[config.mk]
export PLATFORM = sky130hd
export DESIGN_NAME = exe_alu_cc
export DESIGN_NICKNAME = d
export VERILOG_FILES = /design/src/rtl/exe_alu_cc.sv
export SDC_FILE = /design/constraint.sdc
export NUM_CORES = 1
export LEC_CHECK = 0
export BUFFER_PORTS_ARGS = -buffer_cell sky130_fd_sc_hd__buf_2
export CORE_MARGIN = 2
export CORE_UTILIZATION = 40
export CTS_CLUSTER_DIAMETER = 100
export DETAILED_ROUTE_END_ITERATION = 10
export PLACE_DENSITY_LB_ADDON = 0.12
export SLEW_MARGIN = 20
export SYNTH_ARGS = -nofsm -noshare
export SYNTH_HDL_FRONTEND = slang
export SYNTH_SLANG_ARGS = --single-unit
[constraint.sdc]
create_clock -name clk -period 2.4 [get_ports clk]
set_input_delay 0.12 -clock clk [delete_from_list [all_inputs] [get_ports clk]]
set_output_delay 0.12 -clock clk [all_outputs]
set_load 0.01 [all_outputs]
[src/rtl/exe_alu_cc.sv]
// Execute-stage ALU with the architectural {ZF,SF,OF} register; valE/out_valid/fun_err one cycle after acceptance, new CCs visible the cycle after the op.
// No backpressure output: stall freezes every register, flush bubbles the result path but never touches the CCs.
module exe_alu_cc #(
  parameter int         WIDTH    = 64,
  parameter logic [2:0] CC_RESET = 3'b100
) (
  input  logic             clk,
  input  logic             rst,
  input  logic             in_valid,
  input  logic             stall,
  input  logic             flush,
  input  logic [3:0]       alu_fun,
  input  logic [WIDTH-1:0] alu_a,
  input  logic [WIDTH-1:0] alu_b,
  input  logic             set_cc,
  input  logic             cc_block,
  output logic             out_valid,
  output logic [WIDTH-1:0] valE,
  output logic [2:0]       cur_cc,
  output logic             fun_err
);

  logic [WIDTH-1:0] w_t;
  logic             w_illegal;
  logic             w_of;
  logic             w_msb_a;
  logic             w_msb_b;
  logic [2:0]       w_flags;
  logic             w_cc_we;

  logic             r_valid;
  logic [WIDTH-1:0] r_vale;
  logic [2:0]       r_cc;
  logic             r_fun_err;

  assign w_msb_a = alu_a[WIDTH-1];
  assign w_msb_b = alu_b[WIDTH-1];

  // Y86 operand order: the result is always B op A.
  always_comb begin
    w_t       = '0;
    w_illegal = 1'b0;
    w_of      = 1'b0;
    case (alu_fun)
      4'd0: begin
        w_t  = alu_b + alu_a;
        w_of = (w_msb_a == w_msb_b) & (w_t[WIDTH-1] != w_msb_a);
      end
      4'd1: begin
        w_t  = alu_b - alu_a;
        w_of = (w_msb_a != w_msb_b) & (w_t[WIDTH-1] != w_msb_b);
      end
      4'd2:    w_t = alu_b & alu_a;
      4'd3:    w_t = alu_b ^ alu_a;
      default: w_illegal = 1'b1;
    endcase
  end

  assign w_flags = {(w_t == '0), w_t[WIDTH-1], w_of};
  assign w_cc_we = in_valid & set_cc & ~cc_block & ~w_illegal & ~stall & ~flush;

  always_ff @(posedge clk or posedge rst) begin
    if (rst) begin
      r_valid   <= 1'b0;
      r_vale    <= '0;
      r_fun_err <= 1'b0;
      r_cc      <= CC_RESET;
    end else if (flush) begin
      r_valid   <= 1'b0;
      r_vale    <= '0;
      r_fun_err <= 1'b0;
    end else if (!stall) begin
      r_valid <= in_valid;
      if (in_valid) begin
        r_vale    <= w_t;
        r_fun_err <= w_illegal;
      end
      if (w_cc_we) r_cc <= w_flags;
    end
  end

  assign out_valid = r_valid;
  assign valE      = r_vale;
  assign cur_cc    = r_cc;
  assign fun_err   = r_fun_err;

endmodule

# --- After elaboration in Yosys (flattened, before gate mapping) ---
# Cells that the tools add are included.
totals:
  reg_bits: 69
  latch_bits: 0
  mem_bits_rw: 0
  romBits: 0
  inputBits: 139
  output_inout_bits: 69
  mem_count: 0
classes:
  add_sub_neg: 2
  mul: 0
  div_mod_pow: 0
  order_cmp: 0
  eq_ne: 8
  shifts: 0
  muxes: 11
  n_bitwise: 12
  reduce_logical: 6
op_table:
  columns: ["cell", "count"]
  rows:
  - ["case mux 64 bit (4 select lines)", 1]
  - ["two-way mux 64 bit", 3]
  - ["adder 64 bit", 1]
  - ["bitwise AND 64 bit", 1]
  - ["logical NOT 64 bit", 1]
  - ["subtractor 64 bit", 1]
  - ["XOR 64 bit", 1]
  - ["equality test 4 x 2 -> 1 bit, second input constant", 2]
  - ["bitwise AND 1 bit", 7]
  - ["two-way mux 1 bit", 6]
  - ["equality test 4 x 1 -> 1 bit, second input constant", 1]
  - ["logical NOT 4 bit", 1]
  - ["OR reduction 4 bit", 1]
  - ["inequality test 1 bit", 3]
  - ["inverter 1 bit", 3]
  - ["AND reduction 3 bit", 1]
  - ["inequality test 2 x 1 -> 1 bit, second input constant", 1]
  - ["case mux 1 bit (2 select lines)", 1]
  - ["AND reduction 2 bit", 1]
  - ["nonzero test 2 bit", 1]
  - ["equality test 1 bit", 1]

# --- Longest topological paths before layout ---
depth:
  word_depth: 6
  ltp_mapped: 17
  depth_no_buf: 16

# --- Worst setup path before layout ---
# No wires, ideal clock.
synth_timing:
  path_type: "input to register"
  from: "in alu_b[0]"
  to: "reg r_cc[2] (netlist: cur_cc[2])"
  arrival_time_ns: 3.448
  t_required_ns: 2.339
  slack_ns: -1.109
  stages: 16
  n_path_buf: 0
  path_cell_list: "inv_1 -> ha_1 -> fa_1 -> nor2b_1 -> o2111ai_1 -> a211oi_1 -> o21ai_1 -> a2111oi_0 -> o31a_1 -> o211ai_1 -> nand2_1 -> xnor2_1 -> o211ai_1 -> or4_4 -> nor4_2 -> a31o_1"
synth_between:
  elab_chain_len: 3
  word_cells_on_any_way: 6
synth_rtl:
  columns: ["item", "line", "rtl"]
  rows:
  - ["start: declaration", "14", "input logic [WIDTH-1:0] alu_b,"]
  - ["subtractor 64 bit, or another cell as far along", "50", "w_t = alu_b - alu_a;"]
  - ["case mux 64 bit (4 select lines) *", "44", "case (alu_fun)"]
  - ["logical NOT 64 bit *", "59", "assign w_flags = {(w_t == '0), w_t[WIDTH-1], w_of};"]
  - ["end signal: assignment", "78", "if (w_cc_we) r_cc <= w_flags;"]
  - ["end: declaration", "33", "logic [2:0] r_cc;"]
# Mark *: on every way between the ends. The rest lies on a longest branch, timed or not.
# A chain may end at the register's enable or synchronous reset.

# --- Worst setup path in the final report ---
layout_timing:
  from: "in alu_a[15]"
  to: "reg r_cc[2] (netlist: cur_cc[2])"
layout_between:
  elab_chain_len: 3
  word_cells_on_any_way: 6
layout_rtl:
  columns: ["item", "line", "rtl"]
  rows:
  - ["start: declaration", "13", "input logic [WIDTH-1:0] alu_a,"]
  - ["subtractor 64 bit, or another cell as far along", "50", null]
  - ["case mux 64 bit (4 select lines) *", "44", null]
  - ["logical NOT 64 bit *", "59", null]
# Marked as above.

==> flow_summary.toml <==
[logic_synthesis]
netlist_area_sq_mm = 0.0135
synth_fp_nets = 2254
synth_top_area_cell = "dfrtp_1"
synthTopCellsByArea = "dfrtp_1 13%, ha_1 12%, a21oi_1 7.8%"
synth_ff_type = "dfrtp_1"
synthDistinctLibCells = 103
ys_warn_count = 0
synth_seq_cells = 69
synth_common_cells = "229 x nand2_1, 210 x a21oi_1, 162 x nor2_1"
synthCells = 1985
synthArstFlopShare_pct = 100
synth.avg_cell_area_sq_um = 6.80
ys_seq_area_share_pct = 12.8
yosysTopAreaCellShare_pct = 12.6
yosysMostFrequentCell = "nand2_1"
synth_edf_count = 0

[setup_path]
critical-path-max-stage-delay_ps = 530
cp_cell_sequence = "buf_2 > inv_2 > ha_4 > buf_6 > clkinvlp_4 > o31ai_4 > a21oi_4 > or2_4 > a2111oi_4 > o31a_1 > o211ai_1 > nand2_1 > xnor2_1 > o211ai_1 > or4_4 > nor4_2 > a31o_1"
ff2ff_setup_slack_ps = 1590
critPathLaunchType = "input port"
crit_buf_inv = 4
cp-end-kind = "flip-flop"
cpMostUsedCell = "o211ai_1"
cp_top_family = "compound AO/OA/AOI/OAI gates"
startpoint = "alu_a[15]"
reg2reg_from = "cur_cc[2]"
critPathKind = "input port to flip-flop"
arrival_ps = 3850
cp.required_ps = 2700
crit_path_max_fanout = 9
crit_slowest_cell = "or4_4"

[layout]
n_antenna_cell = 0
drive_above_1_share_pct = 53.2
nNetsFinal = 3295
area_growth_pct = 89.2
fillers = 2563
stdcell_area_sq_mm = 0.0255

[timing]
finalClockSkew_ps = 0
setup_ws_ps = -1150
fin_crit_ps = 3550
worst_pin_slew_ps = 722
period_share_pct = 148
fmax_mhz = 282
hold_viol = 0
finalSetupViolations = 37
drv_slew = 0
relSlewSlack_pct = 51.5
rsz0062_at_grt = "true"
worst_hold_slack_ps = 64.3

[clock_tree]
clockBufferDepth = 2
cts_root_buf = "clkbuf_16"
numCtsBuffers = 9
clk_pin_slew_ps = 60
htree_levels = 3
clk_latency_ps = 360
cts_tree = "built"
cts_sinks = 69

[route]
wl_met2_mm = 36.5
drcViolationCount = 0
vias = 21500
drt_wl_total_mm = 80.5
wl_met1_mm = 30.5
antenna_left = 0
route.met3.wl_mm = 6.94
drt_iter0_drc = 2396
first_pass_iters = 6
top_layer_used = "met4"
via_per_inst = 6.18
wl_per_cell_um = 23.1

[worst_hold_path]
min-delay-start = "flush"
hp-class = "input port to flip-flop"

[die]
start_util_pct = 40.5
die-area_sq_mm = 0.0352
die-width_um = 188
ios = 208
core_area_sq_mm = 0.0334
num_rows = 67
die_y_um = 188

[power]
p_leak_nw = 11.9
peakVddDrop_mv = 0.370
p_per_area_mw_per_mm2 = 358

[placed_design]
dpl_cell_area_sq_mm = 0.0220
place_congestion = 1.05
io_buffers = 207
dp_hpwl_mm = 62.5

[outcome]
status = "complete, but fails checks"
violations = "setup timing"

[job]
maxCapViolations = 0

[grt]
grt_pass1_vias = 21000
grt_pass1_wl_mm = 119
grt.total_usage_pct = 43.3
grt_max_degree = 70
grt-ovfl-total = 0
antenna_found_initial = 0
==> tightest hold or removal path, delay by kind of cell <==
kind                   cells  cell delay (ps)
buffers and inverters      2              220
AO/OA/AOI/OAI              1               40
==> layout make-up <==
class,count,area [sq um],share of cell area [%]
multi-input combinational,1658,13600,53.1
timing repair buffer,1149,8830,34.6
sequential,69,1730,6.77
inverter,139,573,2.24
tap,448,561,2.19
clock buffer,9,225,0.882
clock inverter,6,63.8,0.250
==> cells in the final DEF, fill, tap and decap left out, drive strengths merged, types with 24 or more instances in the layout <==
cell type	count
a211oi	31
a21o	26
a21oi	213
a22o	27
buf	1147
dfrtp	68
ha	128
inv	138
nand2	229
nand3	44
nand4	55
nor2	163
nor2b	25
nor3	48
nor4	48
o211ai	28
o21a	24
o21ai	155
o31ai	39
xnor2	25
==> layer usage <==
layer,track usage (%),vias to the layer above
li1,-,9534
met4,27.0,0
met3,7.07,417
met2,71.4,1366
met5,0,-
met1,52.7,10200
==> where the power goes <==
group,leakage (nW),switching (W),total (W),internal (W)
combinational,10.8,0.00342,0.00650,0.00308
sequential,0.949,0.0000275,0.00123,0.00121
clock,0.138,0.000620,0.00142,0.000800
==> logic make-up after synthesis <==
group                    synth area share (%)
adder cells (fa/ha/maj)                  12.2
buffers and inverters                    7.49
multiplexers                             2.33
AND/OR/NAND/NOR                          26.0
AO/OA/AOI/OAI                            37.4
flip-flops                               12.8
XOR/XNOR                                 1.82
==> state kept, by name (all words and copies together) (netlist names) <==
name       flops
cur_cc         3
fun_err        1
out_valid      1
valE          64
==> final timing paths <==
path,endpoint,depth (start not counted)
min reg2reg,valE[50],1
min,out_valid,3
max in group asynchronous,cur_cc[2],4
max,cur_cc[2],17
min in group asynchronous,valE[61],4
max reg2reg,cur_cc[2],2
==> metrics by stage <==
step                      setup WS [ps]  setup TNS (ps)  cells  utilization (%)  total power, W
final                             -1150          -19650   3478             76.6         0.00915
after global routing              -1170          -21190   3478             76.6         0.00950
after detailed placement          -1790          -45310   3369             66.0         0.00646
after CTS                         -1040          -14800   3437             72.9         0.00851
after global placement            -1770          -43790   3369             66.0         0.00639
after floorplan                    -774           -4790   1985                -         0.00378
==> timing repair <==
| action | in CTS | in global routing |
|---|---|---|
| pin swaps | 118 | 108 |
| hold buffers | 1 | 0 |
| buffers inserted | 63 | 52 |
| resized for setup | 359 | 206 |
| gates cloned | 2 | 0 |
| hold endpoints to repair | 68 | 0 |
| endpoints found under the setup margin | 51 | 54 |
Note: power is estimated with default switching activity, not from simulation.
